==> config.mk <==
export PLATFORM = sky130hd
export DESIGN_NAME = poly_mult_host_seq
export DESIGN_NICKNAME = d
export VERILOG_FILES = /design/src/rtl/poly_mult_host_seq.sv
export SDC_FILE = /design/constraint.sdc
export NUM_CORES = 1
export LEC_CHECK = 0
export BUFFER_PORTS_ARGS = -buffer_cell sky130_fd_sc_hd__buf_2
export CORE_AREA = 8 8 169 171
export CTS_BUF_LIST = sky130_fd_sc_hd__clkbuf_8
export CTS_CLUSTER_DIAMETER = 80
export DETAILED_ROUTE_END_ITERATION = 7
export DIE_AREA = 0 0 177 179
export PLACE_DENSITY = 0.65
export RECOVER_POWER = 50
export SKIP_LAST_GASP = 1
export SLEW_MARGIN = 20
export SYNTH_ARGS = -nofsm -noshare
export SYNTH_HDL_FRONTEND = slang
export SYNTH_SLANG_ARGS = --single-unit
==> constraint.sdc <==
create_clock -name clk -period 2.98 [get_ports clk]
set_clock_uncertainty 0.15 [all_clocks]
set_input_delay 0.298 -clock clk [delete_from_list [all_inputs] [get_ports clk]]
set_output_delay 0.298 -clock clk [all_outputs]
set_load 0.02 [all_outputs]
==> src/rtl/poly_mult_host_seq.sv <==
// Host-side sequencer for the poly_mult accelerator: streams WEIGHT positions and
// N_WORDS random words into the load/key/data port, fires the multiply, returns the result.
module poly_mult_host_seq #(
   parameter int WEIGHT  = 66,
   parameter int N_WORDS = 553,
   parameter int KEY_W   = 10,
   parameter int DATA_W  = 128,
   parameter int TIMEOUT = 1048575
) (
   input  logic              clk,
   input  logic              rst,
   input  logic              go_i,
   input  logic              pos_valid_i,
   input  logic [15:0]       pos_data_i,
   output logic              pos_ready_o,
   input  logic              rnd_valid_i,
   input  logic [31:0]       rnd_data_i,
   output logic              rnd_ready_o,
   output logic              load_o,
   output logic [KEY_W-1:0]  key_o,
   output logic [DATA_W-1:0] data_o,
   input  logic              busy_i,
   input  logic [DATA_W-1:0] res_i,
   output logic              res_valid_o,
   output logic [DATA_W-1:0] res_data_o,
   output logic              done_o,
   output logic              error_o
);

   localparam int TMR_W = $clog2(TIMEOUT + 1);

   typedef enum logic [3:0] {
      S_IDLE, S_LPOS, S_GAPP, S_WPOS, S_LRND, S_GAPR,
      S_WRND, S_FIRE, S_GAPF, S_WRUN, S_DONE
   } state_t;

   state_t             state, state_nxt;
   logic [KEY_W-1:0]   idx;
   logic [TMR_W-1:0]   timer;
   logic               start, last_pos, last_rnd, timer_exp;
   logic               cmd_ld;
   logic [KEY_W-1:0]   cmd_key;
   logic [DATA_W-1:0]  cmd_data;

   // Bit DATA_W-1 keeps a write distinct from the all-zero read and all-ones fire opcodes.
   function automatic logic [DATA_W-1:0] wr_word(input logic [31:0] payload);
      logic [DATA_W-1:0] w;
      w             = '0;
      w[DATA_W-1]   = 1'b1;
      w[31:0]       = payload;
      return w;
   endfunction

   assign start     = go_i && ((state == S_IDLE) || (state == S_DONE));
   assign last_pos  = (idx == KEY_W'(WEIGHT - 1));
   assign last_rnd  = (idx == KEY_W'(N_WORDS - 1));
   assign timer_exp = (timer == TMR_W'(TIMEOUT - 1));

   always_ff @(posedge clk) begin
      if (rst) begin
         state       <= S_IDLE;
         idx         <= '0;
         timer       <= '0;
         load_o      <= 1'b0;
         key_o       <= '0;
         data_o      <= '0;
         res_valid_o <= 1'b0;
         res_data_o  <= '0;
         error_o     <= 1'b0;
      end else begin
         state       <= state_nxt;
         load_o      <= cmd_ld;
         res_valid_o <= 1'b0;
         if (cmd_ld) begin
            key_o  <= cmd_key;
            data_o <= cmd_data;
         end
         if (start)
            idx <= '0;
         else if (state == S_WPOS && !busy_i)
            idx <= last_pos ? '0 : idx + 1'b1;
         else if (state == S_WRND && !busy_i)
            idx <= last_rnd ? '0 : idx + 1'b1;
         if (state == S_FIRE)
            timer <= '0;
         else if (state == S_WRUN)
            timer <= timer + 1'b1;
         // A completed run wins over a timeout landing on the same cycle.
         if (state == S_WRUN && !busy_i) begin
            res_data_o  <= res_i;
            res_valid_o <= 1'b1;
         end
         if (start)
            error_o <= 1'b0;
         else if (state == S_WRUN && busy_i && timer_exp)
            error_o <= 1'b1;
      end
   end

   always_comb begin
      state_nxt = state;
      case (state)
         S_IDLE, S_DONE: if (go_i) state_nxt = S_LPOS;
         S_LPOS:         if (pos_valid_i) state_nxt = S_GAPP;
         S_GAPP:         state_nxt = S_WPOS;
         S_WPOS:         if (!busy_i) state_nxt = last_pos ? S_LRND : S_LPOS;
         S_LRND:         if (rnd_valid_i) state_nxt = S_GAPR;
         S_GAPR:         state_nxt = S_WRND;
         S_WRND:         if (!busy_i) state_nxt = last_rnd ? S_FIRE : S_LRND;
         S_FIRE:         state_nxt = S_GAPF;
         S_GAPF:         state_nxt = S_WRUN;
         S_WRUN:         if (!busy_i || timer_exp) state_nxt = S_DONE;
         default:        state_nxt = S_IDLE;
      endcase
   end

   always_comb begin
      pos_ready_o = (state == S_LPOS);
      rnd_ready_o = (state == S_LRND);
      done_o      = (state == S_DONE);
      cmd_ld      = 1'b0;
      cmd_key     = '0;
      cmd_data    = '0;
      case (state)
         S_LPOS: if (pos_valid_i) begin
            cmd_ld   = 1'b1;
            cmd_key  = idx;
            cmd_data = wr_word({16'b0, pos_data_i});
         end
         S_LRND: if (rnd_valid_i) begin
            cmd_ld   = 1'b1;
            cmd_key  = idx + KEY_W'(WEIGHT);
            cmd_data = wr_word(rnd_data_i);
         end
         S_FIRE: begin
            cmd_ld   = 1'b1;
            cmd_key  = KEY_W'(1);
            cmd_data = '1;
         end
         default: ;
      endcase
   end

endmodule
==> metrics, run 1 <==
count leader, synth=nand2_1; Post-DRT Antenna Nets=0; drt initial violations=646; CP Buf/Inv Count=2; total length of routed wires=34.0 mm; Max-cap violations=0; CTS tree=built; top post-synthesis cells by count=nand2_1 (284), dfxtp_1 (209), a21oi_1 (155), buf_4 (95), nor2_1 (66); slowest cell delay on critical path=0.62 ns; Synth Warn #=0; Initial Utilization=0.345; PwrDens=525 mW/mm2; H-tree Lvls=2; core box area=0.0258 mm2; RSZ-0062 raised after global routing=no; CTS Buf Count=39; FFs w/ async S/R, synth=0; Synth Instances=1096; Overflow after GRT=0; FF+latch area=0.00419 mm2; Setup Viol. Count Final=0; routability congestion estimate=0.886; Post-synth top flop=dfxtp_1; layout cells sized above 1=0.196; Die Area=0.0317 mm2; CP Capture Type=flip-flop; cells along the critical path=nor4b_2 > and2_1 > buf_4 > a22o_1 > dlygate4sd3_1 > o22ai_1 > nor2_1; nature of the critical path startpoint=flip-flop; Residual DRC=0; clock-pin transition on the worst setup and hold timing paths=0.06 ns; Worst Tran Pin Value=1.14 ns; worst-case vdd ir drop=0.411 mV; Post-Syn Area=0.00889 mm2; leading area contributor after synthesis=dfxtp_1; Die X=177 um; Slew Limit Fails=0; top-area cell type share of the netlist area=0.470; area grow syn2layout=46.1%; critical path start-end classification=flip-flop to flip-flop; Via Count=9725; Post-synth EDFFs=0; number of distinct library cells after synthesis=57; GR Util All Layers=0.195; largest net degree at the start of global routing=97; syn avg cell area=8.11 um2; DP Wirelength=23.3 mm; Post-Route Setup TNS=0 ns; clk root buf=clkbuf_8; num rows=59; vias in the first global route=9503; # IOs=454; DRT Pass-1 Iters=5; delay-heaviest family, CP=buffers and inverters; Critical Path RT=3.28 ns; final std cell area, no fill=0.0130 mm2; Die H=179 um; post-layout util=0.504; largest fanout on the critical path=16; slowest CP cell=dfxtp_1; Clk Latency, worst-skew pair=0.52 ns; Hold Crit Class=primary input to flip-flop; final count of hold timing violations=0; PortBufs=453; Leakage=5.11 nW; fin crit share=0.927; DR WL/cell=17.2 um; fin crit period=2.76 ns; total power=6.83 mW; FMAX=362 MHz; initial antenna violation count=6; Yosys reg bits=209; Syn Nets=1284; Area contributors post-synth=dfxtp_1 (47%), nand2_1 (12%), a21oi_1 (8.7%); relative slew slack=0.239; clk sinks=209; vias per std cell=4.92; post-synthesis sequential area ratio=0.470; Nets=1801; placed cell areas=0.0108 mm2; first-pass GRT wire length=50.3 mm; Multi-input gate area=0.00366 mm2; crit path DAT=3.06 ns; filler cell count=2492; CTS max path bufs=3; outcome=finished, final reports clean
==> what timing repair did <==
| item | 4_1_cts | 5_1_grt |
|---|---|---|
| buffers inserted | 0 | 0 |
| resized for setup | 0 | 0 |
| hold endpoints to repair | 161 | 0 |
| hold buffers | 177 | 0 |
==> worst paths after layout <==
kind / cells after the start / to / startpoint / slack (ns)
hold reg to reg: 2 / res_data_o[20] / res_data_o[20] / 0.30
setup reg to reg: 7 / data_o[5] / state[0] / 0.22
hold / removal: 2 / key_o[4] / rst / 0.05
setup / recovery: 7 / data_o[5] / state[0] / 0.22
==> layout by cell type, fill, tap and decap left out, types with 4 or more instances in the layout <==
cell	instances
dfxtp_1	208
or3_1	6
inv_1	18
a31oi_1	4
dlygate4sd3_1	177
nand4_1	11
nor4_1	4
nor2_1	65
nand2b_1	5
diode_2	6
xor2_1	11
buf_2	237
nor3_1	11
nand3_1	9
a22oi_1	19
clkinv_2	4
clkbuf_8	46
a21oi_1	155
clkbuf_1	217
buf_4	12
nand2_1	284
o21ai_0	10
xnor2_1	17
o22ai_1	17
ha_1	6
a22o_1	16
buf_12	5
and2_1	6
==> area by class of cell <==
cell class | instances | area share
Clock buffer | 46 | 0.0487
Antenna cell | 6 | 0.00116
Inverter | 7 | 0.00202
Multi-Input combinational cell | 707 | 0.282
Sequential cell | 209 | 0.322
Timing Repair Buffer | 649 | 0.306
Clock inverter | 18 | 0.00645
Tap cell | 335 | 0.0322
==> where the power goes <==
part	switching (mW)	internal (mW)
Sequential	0.110	2.91
Combinational	0.671	0.554
Clock	1.19	1.39
Total	1.97	4.86
==> state kept, by name, summed over array words and instances, names as in the netlist <==
register     count
idx             10
load_o           1
key_o           10
state            4
res_data_o     128
timer           20
error_o          1
data_o          34
res_valid_o      1
==> layer usage <==
layer	wire length [um]	part of all wire	global-route usage	vias up
met5	0	0	0	-
met4	1430	0.042	0.101	0
met3	3300	0.097	0.0609	110
met2	16700	0.49	0.334	490
met1	12600	0.37	0.214	4507
li1	-	-	-	4618
==> through the flow <==
| stage | setup slack [ns] | hold slack (ns) | instances |
|---|---|---|---|
| final | 0.219 | 0.0457 | 1977 |
| after global routing | 0.0187 | 0.0320 | 1977 |
| after CTS | 0.272 | 0.0293 | 1971 |
| after detailed placement | 0.597 | 0.293 | 1730 |
| after global placement | 0.669 | 0.289 | 1730 |
| after floorplan | 0.219 | 0.284 | 1096 |
==> kinds of logic (layout without fill, tap and decap cells) <==
kind of cell | Yosys count | in the layout | synth area share
and+or+nand+nor | 424 | 424 | 0.205
AOI/OAI and AO/OA | 245 | 245 | 0.164
DFF | 209 | 209 | 0.470
other | 0 | 6 | 0
adders and majority gates | 6 | 6 | 0.00844
buffers and inverters | 180 | 720 | 0.119
muxes | 4 | 4 | 0.00520
xor gates and xnor gates | 28 | 28 | 0.0276
(Power assumes the default switching activity.)
==> run 2: changes to the inputs <==
Settings changed: CTS_CLUSTER_SIZE set to 25, MAX_ROUTING_LAYER set to met4.
==> metrics, run 2 (synthesis results as in run 1) <==
DR WL/cell=17.3 um (+0.39%); CP Capture Type=flip-flop; DRT Pass-1 Iters=6 (+1); GR Util All Layers=0.194 (-0.000466); FMAX=368 MHz (+1.5%); vias per std cell=4.93 (+0.14%); Max-cap violations=0 (unchanged); Critical Path RT=3.28 ns (about the same); slowest cell delay on critical path=0.57 ns (-0.05 ns); initial antenna violation count=4 (-2); WL met1=12.7 mm (+0.36%); clk sinks=209 (unchanged); most common cell after layout, fill and taps aside=nand2_1; area grow syn2layout=40.6%; Die X=177 um (unchanged); Slew Limit Fails=0 (unchanged); total power=5.75 mW (-16%); Reg with most FFs=res_data_o; outcome=finished, final reports clean; worst-case vdd ir drop=0.427 mV (+3.8%); post-layout util=0.485 (-0.0190); Multi-input gate area=0.00366 mm2 (-0.14%); largest net degree at the start of global routing=97 (unchanged); FF+latch area=0.00419 mm2 (about the same); crit path DAT=3.02 ns (-0.04 ns); cells along the critical path=buf_4 > nor4b_2 > and2_1 > buf_4 > a22o_1 > dlygate4sd3_1 > o22ai_1 > nor2_1; # IOs=454 (unchanged); top layer in use=met4; met3 routed WL=2.97 mm (-10%); top flop regs=res_data_o: 128 flops, data_o: 34 flops, timer: 20 flops; first-pass GRT wire length=48.8 mm (-3.0%); Via Count=9502 (-2.3%); DP Wirelength=23.3 mm (unchanged); Cells after DPL=1730 (unchanged); CTS max path bufs=3 (unchanged); filler cell count=2550 (+2.3%); Die Area=0.0317 mm2 (unchanged); CP most frequent cell=buf_4; reg2reg start=state[2]; Nets=1770 (-1.7%); Post-Route Setup TNS=0 ns (unchanged); num rows=59 (unchanged); Residual DRC=0 (unchanged); Worst Tran Pin Value=1.18 ns (+0.0393 ns); nature of the critical path startpoint=flip-flop; total length of routed wires=33.3 mm (-2.0%); DR WL met2=16.3 mm (-2.4%); slowest CP cell=dlygate4sd3_1; clock-pin transition on the worst setup and hold timing paths=0.15 ns (+0.09 ns); Initial Utilization=0.345 (unchanged); largest fanout on the critical path=16 (unchanged); Overflow after GRT=0 (unchanged); Non-Filler Instances=1929 (-2.4%); drt initial violations=614 (-5.0%); CP Buf/Inv Count=3 (+1); Leakage=4.85 nW (-5.1%); layout cells sized above 1=0.187 (-0.00869); Post-CTS Setup Bufs=0 (unchanged); critical path start-end classification=flip-flop to flip-flop; Setup Viol. Count Final=0 (unchanged); Hold Crit Class=primary input to flip-flop; Setup crit start=state[2]; hold_sp=rnd_data_i[12]; vias in the first global route=9213 (-3.1%); CTS Buf Count=13 (-67%); Post-DRT Antenna Nets=0 (unchanged); PwrDens=460 mW/mm2 (-12%); delay-heaviest family, CP=buffers and inverters; clk root buf=clkbuf_8; core box area=0.0258 mm2 (unchanged); H-tree Lvls=1 (-1); most frequent cells in the layout=nand2_1 (284), buf_2 (246), clkbuf_1 (208); final count of hold timing violations=0 (unchanged); RSZ-0062 raised after global routing=no; routability congestion estimate=0.901 (+1.7%); CTS tree=built; Largest register FFs=128 (unchanged); R2R Setup Slk=0.26 ns (+0.04 ns); fin crit period=2.72 ns (-0.0412 ns); Clk Latency, worst-skew pair=0.51 ns (about the same); fin crit share=0.913 (-0.0138); Die H=179 um (unchanged); relative slew slack=0.213 (-0.0262); PortBufs=453 (unchanged)
==> run 2: metrics by stage <==
step,worst slack [ns],cell area (um2),hold slack (ns)
after global routing,0.0673,12500,0.0166
after CTS,0.262,12800,0.000242
after detailed placement,0.597,10800,0.293
final,0.260,12500,0.00863
after global placement,0.669,10800,0.289
after floorplan,0.219,8890,0.284
==> run 2: worst register-to-register path, delay by kind of cell, from the launching register on <==
| kind | cells | cell delay, ns |
|---|---|---|
| simple gates | 3 | 0.80 |
| buf+inv | 3 | 1.07 |
| flops | 1 | 0.40 |
| compound gates | 2 | 0.24 |
==> run 2: cell type report <==
class | count | share of cell area
well taps | 335 | 0.0335
flip-flops and latches | 209 | 0.335
diodes | 5 | 0.00100
clock buffers | 14 | 0.0154
inverters | 7 | 0.00210
clock inverters | 8 | 0.00630
multi-input cells | 707 | 0.292
repair buffers | 644 | 0.315
==> run 2: power by group <==
part | switching, mW | leakage [nW] | internal, mW | total, mW
clock | 0.964 | 0.138 | 0.549 | 1.51
sequential | 0.109 | 1.69 | 2.91 | 3.02
combinational | 0.671 | 3.03 | 0.545 | 1.22
==> run 2: routing by layer <==
metal | GRT usage | up-vias
met5 | - | -
met4 | 0.0900 | 0
met3 | 0.0383 | 103
met2 | 0.327 | 469
met1 | 0.220 | 4391
li1 | - | 4539
==> run 2: final timing paths <==
check,endpoint,cells after the start
worst max-delay path,data_o[11],8
worst max register to register,data_o[11],8
worst min-delay path,data_o[12],4
worst min register to register,res_data_o[20],2
==> run 2: repair_timing <==
item,in CTS,in global routing
resized for setup,0,1
endpoints found under the hold margin,160,0
hold buffers,172,0
setup endpoints to repair,0,1
